**config.mk**
```make
export PLATFORM = sky130hd
export DESIGN_NAME = sigmoid_out_packer
export DESIGN_NICKNAME = d
export VERILOG_FILES = /design/src/rtl/sigmoid_out_packer.sv
export SDC_FILE = /design/constraint.sdc
export NUM_CORES = 1
export LEC_CHECK = 0
export BUFFER_PORTS_ARGS = -buffer_cell sky130_fd_sc_hd__buf_2
export CAP_MARGIN = 20
export CORE_UTILIZATION = 32
export DETAILED_ROUTE_END_ITERATION = 8
export HOLD_SLACK_MARGIN = 0.06
export PLACE_DENSITY = 0.47
export SLEW_MARGIN = 25
export SYNTH_ARGS = -nofsm -noshare
export SYNTH_HDL_FRONTEND = slang
export SYNTH_SLANG_ARGS = --single-unit
```
**constraint.sdc**
```tcl
create_clock -name clk -period 4 [get_ports clk]
set_clock_uncertainty 0.05 [all_clocks]
set_input_delay 0.8 -clock clk [delete_from_list [all_inputs] [get_ports clk]]
set_output_delay 0.8 -clock clk [all_outputs]
set_load 0.05 [all_outputs]
```
**src/rtl/sigmoid_out_packer.sv**
```systemverilog
// Quantizes Q16.16 sigmoid results to 8-bit codes, packs LANES codes per word and buffers them in a small FIFO.
// Optional macro SIGMOID_PACK_SAT_COUNT_EN adds a saturation counter output (sat_count).
module sigmoid_out_packer #(
  parameter int BIT_WIDTH     = 32,
  parameter int DECIMAL_WIDTH = 16,
  parameter int SIG_LATENCY   = 4,
  parameter int LANES         = 4,
  parameter int FIFO_DEPTH    = 4
) (
  input  logic                 clk,
  input  logic                 reset,
  input  logic                 issue_valid,
  output logic                 issue_ready,
  input  logic                 flush,
  input  logic [BIT_WIDTH-1:0] act_in,
  output logic                 out_valid,
  input  logic                 out_ready,
  output logic [8*LANES-1:0]   out_data,
  output logic                 out_last,
  output logic                 idle
`ifdef SIGMOID_PACK_SAT_COUNT_EN
  ,
  output logic [15:0]          sat_count
`endif
);

  localparam int WORD_W = 8 * LANES;
  localparam int LCW    = (LANES > 1) ? $clog2(LANES) : 1;
  localparam int PTR_W  = (FIFO_DEPTH > 1) ? $clog2(FIFO_DEPTH) : 1;
  localparam int CNT_W  = $clog2(FIFO_DEPTH + 1);
  localparam int INF_W  = $clog2(SIG_LATENCY + 1);
  localparam int CW     = 16;

  logic [SIG_LATENCY-1:0] vld_dly_reg;
  logic [WORD_W-1:0]      pack_reg;
  logic [WORD_W-1:0]      pack_next;
  logic [LCW-1:0]         lane_cnt_reg;
  logic                   flush_pending_reg;
  logic [PTR_W-1:0]       wr_ptr_reg, rd_ptr_reg;
  logic [CNT_W-1:0]       fifo_cnt_reg;
  logic [WORD_W:0]        fifo_mem [FIFO_DEPTH];

  logic              land_valid, accept;
  logic [INF_W-1:0]  inflight;
  logic              int_hit;
  logic [8:0]        rnd_sum;
  logic [7:0]        code;
  logic              word_done, flush_ready, flush_fire, push, pop, push_last;
  logic [WORD_W-1:0] push_data;
  logic [CW-1:0]     cap, used;

  assign land_valid = vld_dly_reg[SIG_LATENCY-1];

  always_comb begin
    inflight = '0;
    for (int i = 0; i < SIG_LATENCY; i++) begin
      inflight = inflight + INF_W'(vld_dly_reg[i]);
    end
  end

  // Round half up on the bit just below the kept byte; any integer bit means 1.0 -> 0xFF.
  assign int_hit = |act_in[BIT_WIDTH-1:DECIMAL_WIDTH];
  assign rnd_sum = {1'b0, act_in[DECIMAL_WIDTH-1:DECIMAL_WIDTH-8]} + 9'(act_in[DECIMAL_WIDTH-9]);
  assign code    = (int_hit || rnd_sum[8]) ? 8'hFF : rnd_sum[7:0];

  genvar gi;
  generate
    for (gi = 0; gi < LANES; gi++) begin : g_lane
      assign pack_next[8*gi +: 8] = (land_valid && lane_cnt_reg == LCW'(gi)) ? code : pack_reg[8*gi +: 8];
    end
  endgenerate

  assign word_done   = land_valid && (lane_cnt_reg == LCW'(LANES - 1));
  assign flush_ready = flush_pending_reg && (inflight == '0);
  assign flush_fire  = flush_ready && (lane_cnt_reg != '0);
  assign push        = word_done || flush_fire;
  assign push_data   = word_done ? pack_next : pack_reg;
  assign push_last   = flush_fire;
  assign pop         = out_valid && out_ready;

  // Credits: every element already issued has a reserved slot, so landing never overflows.
  assign cap         = (CW'(FIFO_DEPTH) - CW'(fifo_cnt_reg)) * CW'(LANES);
  assign used        = CW'(lane_cnt_reg) + CW'(inflight);
  assign issue_ready = (cap > used) && !flush_pending_reg;
  assign accept      = issue_valid && issue_ready;

  always_ff @(posedge clk or negedge reset) begin
    if (!reset) begin
      vld_dly_reg       <= '0;
      pack_reg          <= '0;
      lane_cnt_reg      <= '0;
      flush_pending_reg <= 1'b0;
      wr_ptr_reg        <= '0;
      rd_ptr_reg        <= '0;
      fifo_cnt_reg      <= '0;
    end else begin
      vld_dly_reg <= (vld_dly_reg << 1) | SIG_LATENCY'(accept);
      if (push) begin
        pack_reg     <= '0;
        lane_cnt_reg <= '0;
      end else if (land_valid) begin
        pack_reg     <= pack_next;
        lane_cnt_reg <= lane_cnt_reg + LCW'(1);
      end
      if (flush_ready) begin
        flush_pending_reg <= 1'b0;
      end else if (flush) begin
        flush_pending_reg <= 1'b1;
      end
      if (push) wr_ptr_reg <= wr_ptr_reg + PTR_W'(1);
      if (pop)  rd_ptr_reg <= rd_ptr_reg + PTR_W'(1);
      case ({push, pop})
        2'b10:   fifo_cnt_reg <= fifo_cnt_reg + CNT_W'(1);
        2'b01:   fifo_cnt_reg <= fifo_cnt_reg - CNT_W'(1);
        default: fifo_cnt_reg <= fifo_cnt_reg;
      endcase
    end
  end

  always_ff @(posedge clk) begin
    if (push) fifo_mem[wr_ptr_reg] <= {push_last, push_data};
  end

  // Head is gated by valid so stale storage never shows after reset or drain.
  assign out_valid = (fifo_cnt_reg != '0);
  assign out_data  = out_valid ? fifo_mem[rd_ptr_reg][WORD_W-1:0] : '0;
  assign out_last  = out_valid ? fifo_mem[rd_ptr_reg][WORD_W] : 1'b0;
  assign idle      = (inflight == '0) && (lane_cnt_reg == '0) && (fifo_cnt_reg == '0) && !flush_pending_reg;

`ifdef SIGMOID_PACK_SAT_COUNT_EN
  always_ff @(posedge clk or negedge reset) begin
    if (!reset) begin
      sat_count <= '0;
    end else if (land_valid && (int_hit || rnd_sum[8]) && sat_count != 16'hFFFF) begin
      sat_count <= sat_count + 16'd1;
    end
  end
`endif

endmodule

```
# Word-level counts from Yosys, hierarchy flattened
# Memories as Yosys holds them, arrays and structs flattened.
# Cells that the tools add are included.
# totals
word_cells,67
mem_bits_rw,132
n_memories,1
regBits,46
# mem_list
memory,words,word_bits,read_ports,rd_clocked_by_memory_dff,write_ports,line,rtl
fifo_mem,4,33,1,0,1,41,logic [WORD_W:0] fifo_mem [FIFO_DEPTH];
# classes
bitwise_logic,1
eq_ne,5
magnitude_cmp,1
reduce_logical,24
n_addsub,11
n_mux,17
# ops
op,n
$mux W32,4
$mux W8,5
$gt A16 B4 Y1,1
$reduce_or A16 Y1,1
$logic_and A1 B1 Y1,12
$add A8 B1 Y9,1
$reduce_bool A2 Y1,4
$add A2 B1 Y2 const B,3
$eq A2 B2 Y1 const B,3
$logic_not A3 Y1,2
$pmux W3 S2,1
$mux W1,5
$add A2 B3 Y4,1
$eq A2 B1 Y1 const B,2
$mux W2,2
$or A4 B1 Y4,1
$sub A3 B3 Y4 const A,1
$add A2 B1 Y3,1
$add A3 B1 Y3,1
$add A3 B1 Y3 const B,1
$reduce_bool A3 Y1,1
$sub A3 B1 Y3 const B,1
$add A1 B1 Y2,1
$logic_not A2 Y1,1
2 further kinds,3

# Depth between registers and ports, before layout
# Gate-level depths: netlist of the first run.
# logic_depth
word_depth,9
mapped_depth,16
ltp_nobuf,15

# Worst setup path after synthesis of the first run
# OpenSTA, ideal clock, no wires.
# synth_timing
path_type,register to output
startpoint,reg vld_dly_reg[3]
endpoint,out issue_ready
t_required_ns,3.150
path_stages_with_launch,12
path_buffers,0
arrival_time_ns,3.305
setup_slack_ns,-0.155
cell_sequence,dfrtp_1 inv_1 fa_1 inv_1 ha_1 ha_1 inv_1 fa_1 xor2_1 ha_1 a41o_1 a31oi_1
# synth_via
elab_chain_cells,4
# synth_lines
item,line,rtl
start: declaration,34,logic [SIG_LATENCY-1:0] vld_dly_reg;
start signal: assignment,97,vld_dly_reg <= (vld_dly_reg << 1) | SIG_LATENCY'(accept);
$add A3 B1 Y3,57,inflight = inflight + INF_W'(vld_dly_reg[i]);
$add A2 B3 Y4,83,assign used = CW'(lane_cnt_reg) + CW'(inflight);
$gt A16 B4 Y1,84,assign issue_ready = (cap > used) && !flush_pending_reg;
$logic_and A1 B1 Y1,84,
end: declaration,13,"output logic issue_ready,"
# Every way passes these cells.

# Worst setup path in the final report of the first run
# layout_timing
startpoint,reg vld_dly_reg[1]
endpoint,out issue_ready
# layout_via
elab_chain_cells,6
# layout_lines
item,line
$add A1 B1 Y2,57
$add A2 B1 Y3,57
$add A3 B1 Y3,57
$add A2 B3 Y4,83
$gt A16 B4 Y1,84
$logic_and A1 B1 Y1,84
# Every way passes these cells.

==> out/qor.yml, run 1 <==
layout:
  num-nets-final: 621
  antenna-diode-count: 0
  final_cell_area_sq_mm: 0.00919
  drive_gt1_frac: 0.311
  final_util: 0.391
  layout.cells.non_filler: 894
  largest_reg_flops: 132
  layout_commonest_cell: "edfxtp_1"
  most-common-layout-cells: "edfxtp_1, buf_2, dfrtp_1"
  area_delta_synth_final_pct: 20.1
timing:
  hold_violations: 0
  max_freq_mhz: 244
  tightest_slew_ps: 768
  post-route-period-util: 1.02
  relSlewSlack: 0.485
  final-setup-viol-count: 1
  layout_min_cycle_time_ps: 4090
  grt_setup_unrepaired: "true"
  slew_violations: 0
  worst_slack_ps: -92.8
pwr:
  power_mw: 8.02
  power_density_mw_per_mm2: 873
  leakage_nw: 3.43
  ir_drop_uv: 308
route:
  drc: 0
  routedWlPerCell_um: 17.4
  ant_nets: 0
  viasPerCell: 4.70
  dr.pass1.iters: 4
  totalWireLength_um: 15600
  drt-initial-drc-count: 228
  vias: 4199
placement:
  dp_hpwl_um: 9640
  place_area_sq_mm: 0.00848
  io_buffers: 65
  place_ws_ps: 103
  finalWeightedCongestion: 0.787
  placedCellCount: 859
critical_path:
  cp-start-kind: "flip-flop"
  crit_slowest_cell: "fa_1"
  cp-end-kind: "output port"
  crit_top_cell: "inv_2"
  path_cells: "inv_2, fa_1, inv_2, ha_4, ha_4, inv_2, fa_2, xor2_2, ha_1, a41o_1, a31oi_4, buf_6"
  cp_slowest_stage_delay_ps: 540
  worst-setup-path-type: "reg2out"
  cp.arrival_ps: 3240
  cp_max_fo: 3
  cp_num_buf_inv: 4
  crit_required_ps: 3150
  critPathTopFamily: "adder cells"
logic_synthesis:
  synth_cell_types: 38
  syn_area_sq_mm: 0.00765
  yosysSeqAreaShare: 0.669
  synth_warnings: 0
  netlist_instances: 479
  synth-seq-cells: 178
  syn_avg_cell_area_sq_um: 16.0
  syn_nets: 538
floorplanning:
  ioPinCount: 73
  core-area_sq_mm: 0.0235
  die_h_um: 157
  die_w_um: 157
  dieArea_sq_mm: 0.0245
  rows: 56
  start_util: 0.326
clock_tree:
  cts_hold_buf: 0
  cts_buffer_depth: 2
  cts_tree: "done"
  numClockSinks: 178
  clk_latency_ps: 420
  cts_made_buffers: 17
  htree_levels: 4
  cts_root_buf: "clkbuf_16"
  clk_pin_slew_ps: 70
grt:
  grt_overflow: 0
  grt_usage: 0.138
  grt_pass1_vias: 4363
  grt_max_degree: 35
  grt_antenna_before_repair: 0
  grt_pass1_wl_um: 24600
flow_run:
  cap_viol_max_count: 0
hold_path:
  hold_class: "in2async"
run_status:
  outcome: "complete, but fails checks"
  violations: "negative setup slack"
-- cell type report --
| type | count | area (sq um) |
|---|---|---|
| fillers | 2213 | 14300 |
| flip-flops and latches | 178 | 5120 |
| multi-input cells | 265 | 2460 |
| repair buffers | 81 | 514 |
| clock buffers | 19 | 453 |
| well taps | 319 | 399 |
| clock inverters | 13 | 171 |
| inverters | 19 | 71.3 |
-- kinds of logic (layout without fill, tap and decap cells) --
| logic type | Yosys count | count (layout) | share of synthesized area |
|---|---|---|---|
| compound gates | 68 | 68 | 0.0589 |
| xor+xnor | 9 | 9 | 0.0103 |
| fa+ha+maj | 22 | 22 | 0.0389 |
| buf+inv | 36 | 132 | 0.0186 |
| flops | 178 | 178 | 0.669 |
| mux | 36 | 36 | 0.101 |
| simple gates | 130 | 130 | 0.103 |
-- report_power, final --
group	total (mW)	leakage, nW	switching [mW]	internal [mW]
Combinational	3.51	1.30	2.26	1.25
Clock	1.72	0.301	0.694	1.03
Sequential	2.79	1.83	0.210	2.58
-- path summary, 6_finish.rpt --
path / slack, ps / cells after the start / to / start
worst max-delay path: -90 / 12 / issue_ready / vld_dly_reg[1]$_DFF_PN0_
worst min-delay path: 270 / 1 / wr_ptr_reg[1]$_DFFE_PN0N_ / reset
worst max register to register: 560 / 15 / fifo_cnt_reg[2]$_DFFE_PN0P_ / vld_dly_reg[1]$_DFF_PN0_
worst min register to register: 360 / 0 / vld_dly_reg[1]$_DFF_PN0_ / vld_dly_reg[0]$_DFF_PN0_
max in group asynchronous: 2870 / 2 / rd_ptr_reg[0]$_DFFE_PN0P_ / reset
min in group clk: 360 / 0 / vld_dly_reg[1]$_DFF_PN0_ / vld_dly_reg[0]$_DFF_PN0_
-- Yosys cell counts, drive strengths merged --
cell | number | share of area
mux4 | 33 | 0.097
fa | 3 | 0.0079
a21oi | 11 | 0.0072
nand2 | 34 | 0.017
dfrtp | 46 | 0.15
nor3 | 10 | 0.011
nor2b | 5 | 0.0041
o2bb2ai | 24 | 0.027
mux2i | 2 | 0.0026
and2 | 43 | 0.035
a21o | 1 | 0.00098
a41o | 1 | 0.0013
a31oi | 1 | 0.00082
mux2 | 1 | 0.0015
clkbuf | 10 | 0.0049
inv | 18 | 0.0088
xnor2 | 5 | 0.0057
nor4b | 3 | 0.0093
nor2 | 22 | 0.011
o21ai | 28 | 0.018
xor2 | 4 | 0.0046
a211oi | 1 | 0.0016
buf | 7 | 0.0044
a31o | 1 | 0.0011
clkinv | 1 | 0.00049
edfxtp | 132 | 0.52
ha | 19 | 0.031
nand4 | 3 | 0.0052
or3 | 1 | 0.00082
nor4 | 4 | 0.0065
nand3 | 3 | 0.0020
nand3b | 2 | 0.0020
-- stage by stage --
step	TNS [ps]	hold slack [ps]
CTS	-95.0	271
finish	-92.8	275
global placement	0	312
detailed placement	0	322
global route	-207	292
floorplan	0	304
-- what timing repair did --
action                                  in CTS  in global routing
pin swaps                                    4                  2
gates resized for setup                     13                  2
buffers inserted                             1                  2
endpoints found under the setup margin       1                  1
gates cloned                                 0                  0
-- metal layers --
metal	global-route usage	vias to the layer above	part of all wire
li1	-	1975	-
met1	0.178	2129	0.45
met2	0.227	78	0.50
met3	0.0324	17	0.036
met4	0.0514	0	0.017
met5	0	-	0
Power figures use the tool's default switching activity.
==> inputs of run 2 (changes only) <==
--- a/config.mk
+++ b/config.mk
@@ -6,10 +6,10 @@
 export NUM_CORES = 1
 export LEC_CHECK = 0
-export BUFFER_PORTS_ARGS = -buffer_cell sky130_fd_sc_hd__buf_2
 export CAP_MARGIN = 20
 export CORE_UTILIZATION = 32
 export DETAILED_ROUTE_END_ITERATION = 8
+export DONT_BUFFER_PORTS = 1
 export HOLD_SLACK_MARGIN = 0.06
-export PLACE_DENSITY = 0.47
+export PLACE_DENSITY = 0.44
 export SLEW_MARGIN = 25
 export SYNTH_ARGS = -nofsm -noshare
==> constraint.sdc (replaced) <==
create_clock -name clk -period 4 [get_ports clk]
set_clock_uncertainty 0.05 [all_clocks]
set_input_delay 0.8 -clock clk [delete_from_list [all_inputs] [get_ports clk]]
set_output_delay 0.8 -clock clk [all_outputs]
set_load 0.02 [all_outputs]
==> run 2 against run 1 <==
Compared with the run above:
- the run now ends clean
- highest routed layer unchanged
- combinational power is 24% lower
- core utilization fell by 1.6 points
- die area unchanged
- worst setup slack better by 93 ps
- register-to-register slack is essentially flat
- count of clock-buffer cells in the layout unchanged
==> out/qor.yml, run 2 (synthesized netlist as in run 1, its figures left out) <==
grt:
  grt_antenna_before_repair: 0
  grt_pass1_wl_um: 24500
  grt_overflow: 0
  grt_pass1_vias: 4212
  grt_usage: 0.139
  busiest_layer: "met2"
  grt_util_met2: 0.229
  grt_max_degree: 47
  met1_usage: 0.182
  grt.met3_usage: 0.0341
placement:
  io_buffers: 0
  finalWeightedCongestion: 0.742
  placedCellCount: 797
  dp_hpwl_um: 9950
floorplanning:
  core-area_sq_mm: 0.0235
  die_h_um: 157
  rows: 56
  die_w_um: 157
  dieArea_sq_mm: 0.0245
  ioPinCount: 73
  start_util: 0.326
critical_path:
  cp_num_buf_inv: 4
  cp-endpoint: "issue_ready"
  worst-setup-path-type: "reg2out"
  cp-startpoint: "vld_dly_reg[3]$_DFF_PN0_"
  crit_required_ps: 3150
  cp_max_fo: 7
  crit_slowest_cell: "fa_1"
  cp_slowest_stage_delay_ps: 500
  cp-start-kind: "flip-flop"
  r2r.worst_path.cells: 15
  r2r-end: "fifo_cnt_reg[2]$_DFFE_PN0P_"
  path_cells: "inv_4, fa_1, inv_2, ha_4, ha_4, inv_2, fa_2, xor2_1, ha_1, a41o_1, a31oi_1, buf_4"
  cp.arrival_ps: 3150
  cp-end-kind: "output port"
  cp.depth: 12
  critPathTopFamily: "adder cells"
  rrSetupSlack_ps: 550
  reg2reg_from: "vld_dly_reg[3]$_DFF_PN0_"
layout:
  area_delta_synth_final_pct: 15.3
  num-nets-final: 559
  layout.cells.non_filler: 830
  layout_commonest_cell: "edfxtp_1"
  regArea_sq_mm: 0.00512
  drive_gt1_frac: 0.215
  largest_reg_flops: 132
  multi_input_area_sq_mm: 0.00247
  antenna-diode-count: 0
  most-common-layout-cells: "edfxtp_1, dfrtp_1, and2_1"
  nFillCells: 2178
pwr:
  comb_power_share: 0.375
  sw_frac_of_total: 0.347
  p_seq_frac: 0.397
  p_clk_frac: 0.229
  p_sw_mw: 2.46
  ir_drop_uv: 300
  power_density_mw_per_mm2: 803
  leakage_nw: 3.16
  power_mw: 7.09
  intPower_mw: 4.62
hold_path:
  hold_class: "in2async"
route:
  viasPerCell: 4.85
  totalWireLength_um: 15800
  vias: 4028
  routedWlPerCell_um: 19.0
  drt-initial-drc-count: 252
  ant_nets: 0
  dr.pass1.iters: 4
  drc: 0
clock_tree:
  numClockSinks: 178
  cts_root_buf: "clkbuf_16"
  htree_levels: 4
  clk_pin_slew_ps: 60
  cts_made_buffers: 17
  clk_latency_ps: 420
  cts_buffer_depth: 2
  cts_tree: "done"
timing:
  max_freq_mhz: 250
  tightest_slew_ps: 854
  layout_min_cycle_time_ps: 4000
  final-setup-viol-count: 0
  hold_violations: 0
  setup_tns_ps: 0
  relSlewSlack: 0.427
  grt_setup_unrepaired: "true"
  post-route-period-util: 1.00
  slew_violations: 0
run_status:
  outcome: "complete, no violations"
flow_run:
  cap_viol_max_count: 0
[run 2: changes by cell type in the layout (fill, tap and decap cells not counted), moves of 3 or more]
cell,change
inv_6,-4
buf_2,-64
buf_12,-3
nor2b_4,+4
buf_4,+5
nor2b_2,-4
[run 2: worst min path at each step]
stage,slack [ps],end,depth (start not counted)
after floorplan,300,vld_dly_reg[1]$_DFF_PN0_,0
after global placement,310,vld_dly_reg[2]$_DFF_PN0_,0
after detailed placement,310,vld_dly_reg[1]$_DFF_PN0_,0
after CTS,170,pack_reg[26]$_DFFE_PN0P_,1
after global routing,180,pack_reg[26]$_DFFE_PN0P_,1
final,170,pack_reg[26]$_DFFE_PN0P_,1
[run 2: area by class of cell]
class                           count  area share
Clock buffer                       19      0.0491
Inverter                           19     0.00837
Timing Repair Buffer               19      0.0213
Sequential cell                   178       0.580
Multi-Input combinational cell    265       0.280
Clock inverter                     11      0.0156
Tap cell                          319      0.0452
[run 2: stage by stage]
step | instance area [sq um] | util | setup WS (ps) | hold slack (ps)
2_1_floorplan | 7650 | - | 19.1 | 304
3_3_place_gp | 8150 | 0.347 | 250 | 313
3_5_place_dp | 8150 | 0.347 | 223 | 311
4_1_cts | 8800 | 0.375 | 20.9 | 174
5_1_grt | 8820 | 0.376 | -133 | 177
6_report | 8820 | 0.376 | 0.632 | 173
[run 2: timing repair]
item                       CTS  global route
pin swaps                    2             1
setup endpoints to repair    1             1
resized for setup            8             5
buffers inserted             1             1
hold buffers                 1             0
hold endpoints to repair    46             0
[run 2: power groups by stage]
stage	logic, mW	clock network [mW]	registers, mW
floorplan	1.98	0	2.73
global placement	2.54	0	2.83
detailed placement	2.59	0	2.85
CTS	2.68	1.66	2.82
global route	2.94	1.74	2.86
finish	2.66	1.62	2.81
[run 2: per-layer routing]
layer	share of wire	vias up	wire length, um
li1	-	1848	-
met4	0.0074	0	116
met5	0	-	0
met3	0.049	9	765
met2	0.49	75	7700
met1	0.46	2096	7190
[run 2: worst register-to-register path: stages, from the launching register on]
cell	delay, ps
dfrtp_1	400
inv_4	70
fa_1	500
inv_2	50
ha_4	150
ha_4	280
nor3_1	70
nand3b_1	170
clkinv_1	290
nor2_1	270
ha_1	250
inv_1	70
fa_1	370
xor2_1	150
nor2_1	110
xnor2_1	130
==> inputs of run 3 (changes only) <==
- PLACE_DENSITY: 0.44 -> 0.43
- clock period: 4 -> 4.7 ns (I/O delays scaled with it)
==> run 3 against run 2 <==
Compared with the run above:
- critical path depth shrank 1
- largest cell class unchanged
- worst setup slack better by 270 ps
- cell area shrank 1.3%
- worst hold slack worse by 12 ps
- sequential power down 15%
- largest power group unchanged
- via count fell by 2.0%
- die area did not move
==> out/qor.yml, run 3 (synthesized netlist as in run 1, its figures left out) <==
pwr:
  ir_drop_uv: 262
  power_density_mw_per_mm2: 676
  leakage_nw: 3.10
  power_mw: 5.88
clock_tree:
  cts_hold_buf: 0
  cts_buffer_depth: 2
  numClockSinks: 178
  cts_tree: "done"
  clk_latency_ps: 420
  cts_made_buffers: 17
  post_cts_buffers: 0
  clk_pin_slew_ps: 70
  cts_root_buf: "clkbuf_16"
  htree_levels: 4
route:
  totalWireLength_um: 15800
  routed.top_layer: "met4"
  drt-initial-drc-count: 195
  ant_nets: 0
  wl_met3_um: 568
  vias: 3946
  dr.pass1.iters: 6
  routedWlPerCell_um: 19.3
  met2_length_um: 7500
  drc: 0
  viasPerCell: 4.81
  m1WireLength_um: 7520
critical_path:
  r2r.worst_path.cells: 12
  crit_required_ps: 3710
  reg2reg_from: "vld_dly_reg[3]$_DFF_PN0_"
  cp_max_fo: 7
  cp-end-kind: "output port"
  worst-setup-path-type: "reg2out"
  cp.arrival_ps: 3440
  rrSetupSlack_ps: 1000
  r2r-end: "fifo_mem[3][31]$_DFFE_PP_"
  cp-start-kind: "flip-flop"
layout:
  antenna-diode-count: 0
  area_delta_synth_final_pct: 13.8
  largest_reg_flops: 132
  layout_commonest_cell: "edfxtp_1"
  most-common-layout-cells: "edfxtp_1, dfrtp_1, and2_1"
  drive_gt1_frac: 0.186
  num-nets-final: 548
placement:
  finalWeightedCongestion: 0.787
  io_buffers: 0
  dp_hpwl_um: 10200
floorplanning:
  core-area_sq_mm: 0.0235
  die_w_um: 157
  start_util: 0.326
  dieArea_sq_mm: 0.0245
  rows: 56
  ioPinCount: 73
  die_h_um: 157
flow_run:
  cap_viol_max_count: 0
grt:
  grt_max_degree: 47
  grt_pass1_vias: 4213
  grt_antenna_before_repair: 0
  grt_pass1_wl_um: 24500
  grt_overflow: 0
  grt_usage: 0.140
timing:
  post-route-period-util: 0.942
  grt_setup_unrepaired: "false"
  slew_violations: 0
  final-setup-viol-count: 0
  relSlewSlack: 0.426
  layout_min_cycle_time_ps: 4430
  tightest_slew_ps: 859
  setup_tns_ps: 0
  max_freq_mhz: 226
  hold_violations: 0
run_status:
  outcome: "complete, no violations"
hold_path:
  hold_class: "in2async"
-- run 3: critical path, cell delays in order, from the launching register on --
cell	delay, ps
dfrtp_1	370
inv_1	130
fa_1	510
inv_1	40
ha_1	170
ha_1	330
inv_1	70
fa_1	410
xor2_1	160
ha_1	280
a41o_1	200
a31oi_2	350
-- run 3: layout make-up --
type	instances	area, sq um
Inverter	19	71.3
Clock inverter	13	136
Tap cell	319	399
Sequential cell	178	5120
Multi-Input combinational cell	265	2430
Clock buffer	18	429
Timing Repair Buffer	8	123
Fill cell	2234	14800
-- run 3: timing repair --
| item | 4_1_cts | 5_1_grt |
|---|---|---|
| endpoints found under the hold margin | 0 | 0 |
| setup endpoints to repair | 0 | 1 |
| gates resized for setup | 0 | 1 |
-- run 3: how the worst max path moves through the flow --
stage                             start                  endpoint  cells past startpoint  slack (ps)
6_report       vld_dly_reg[3]$_DFF_PN0_               issue_ready                     11         270
5_1_grt        vld_dly_reg[3]$_DFF_PN0_               issue_ready                     12          70
4_1_cts        vld_dly_reg[3]$_DFF_PN0_               issue_ready                     11         140
3_5_place_dp   vld_dly_reg[3]$_DFF_PN0_               issue_ready                     11         620
3_3_place_gp   vld_dly_reg[3]$_DFF_PN0_               issue_ready                     11         680
2_1_floorplan  vld_dly_reg[3]$_DFF_PN0_  fifo_mem[0][0]$_DFFE_PP_                     10         720
-- run 3: power breakdown --
group	total [mW]	switching (mW)	internal [mW]	leakage [nW]
clock network	1.35	0.576	0.779	0.266
logic	2.14	1.30	0.840	1.00
registers	2.39	0.193	2.20	1.83
total	5.88	2.06	3.81	3.10
-- run 3: routing by layer --
layer,vias to the layer above,GRT usage
met2,86,0.224
met1,2011,0.188
met3,12,0.0321
li1,1837,-
met4,0,0.0462
met5,-,0
-- run 3: stage by stage --
step	setup slack [ps]	instance area [sq um]	std cells	utilization	hold slack, ps
after global routing	72.5	8700	820	0.371	137
after global placement	680	8130	789	0.346	313
after CTS	142	8700	820	0.370	141
after detailed placement	618	8130	789	0.346	312
after floorplan	719	7650	479	-	304
final	273	8700	820	0.371	161
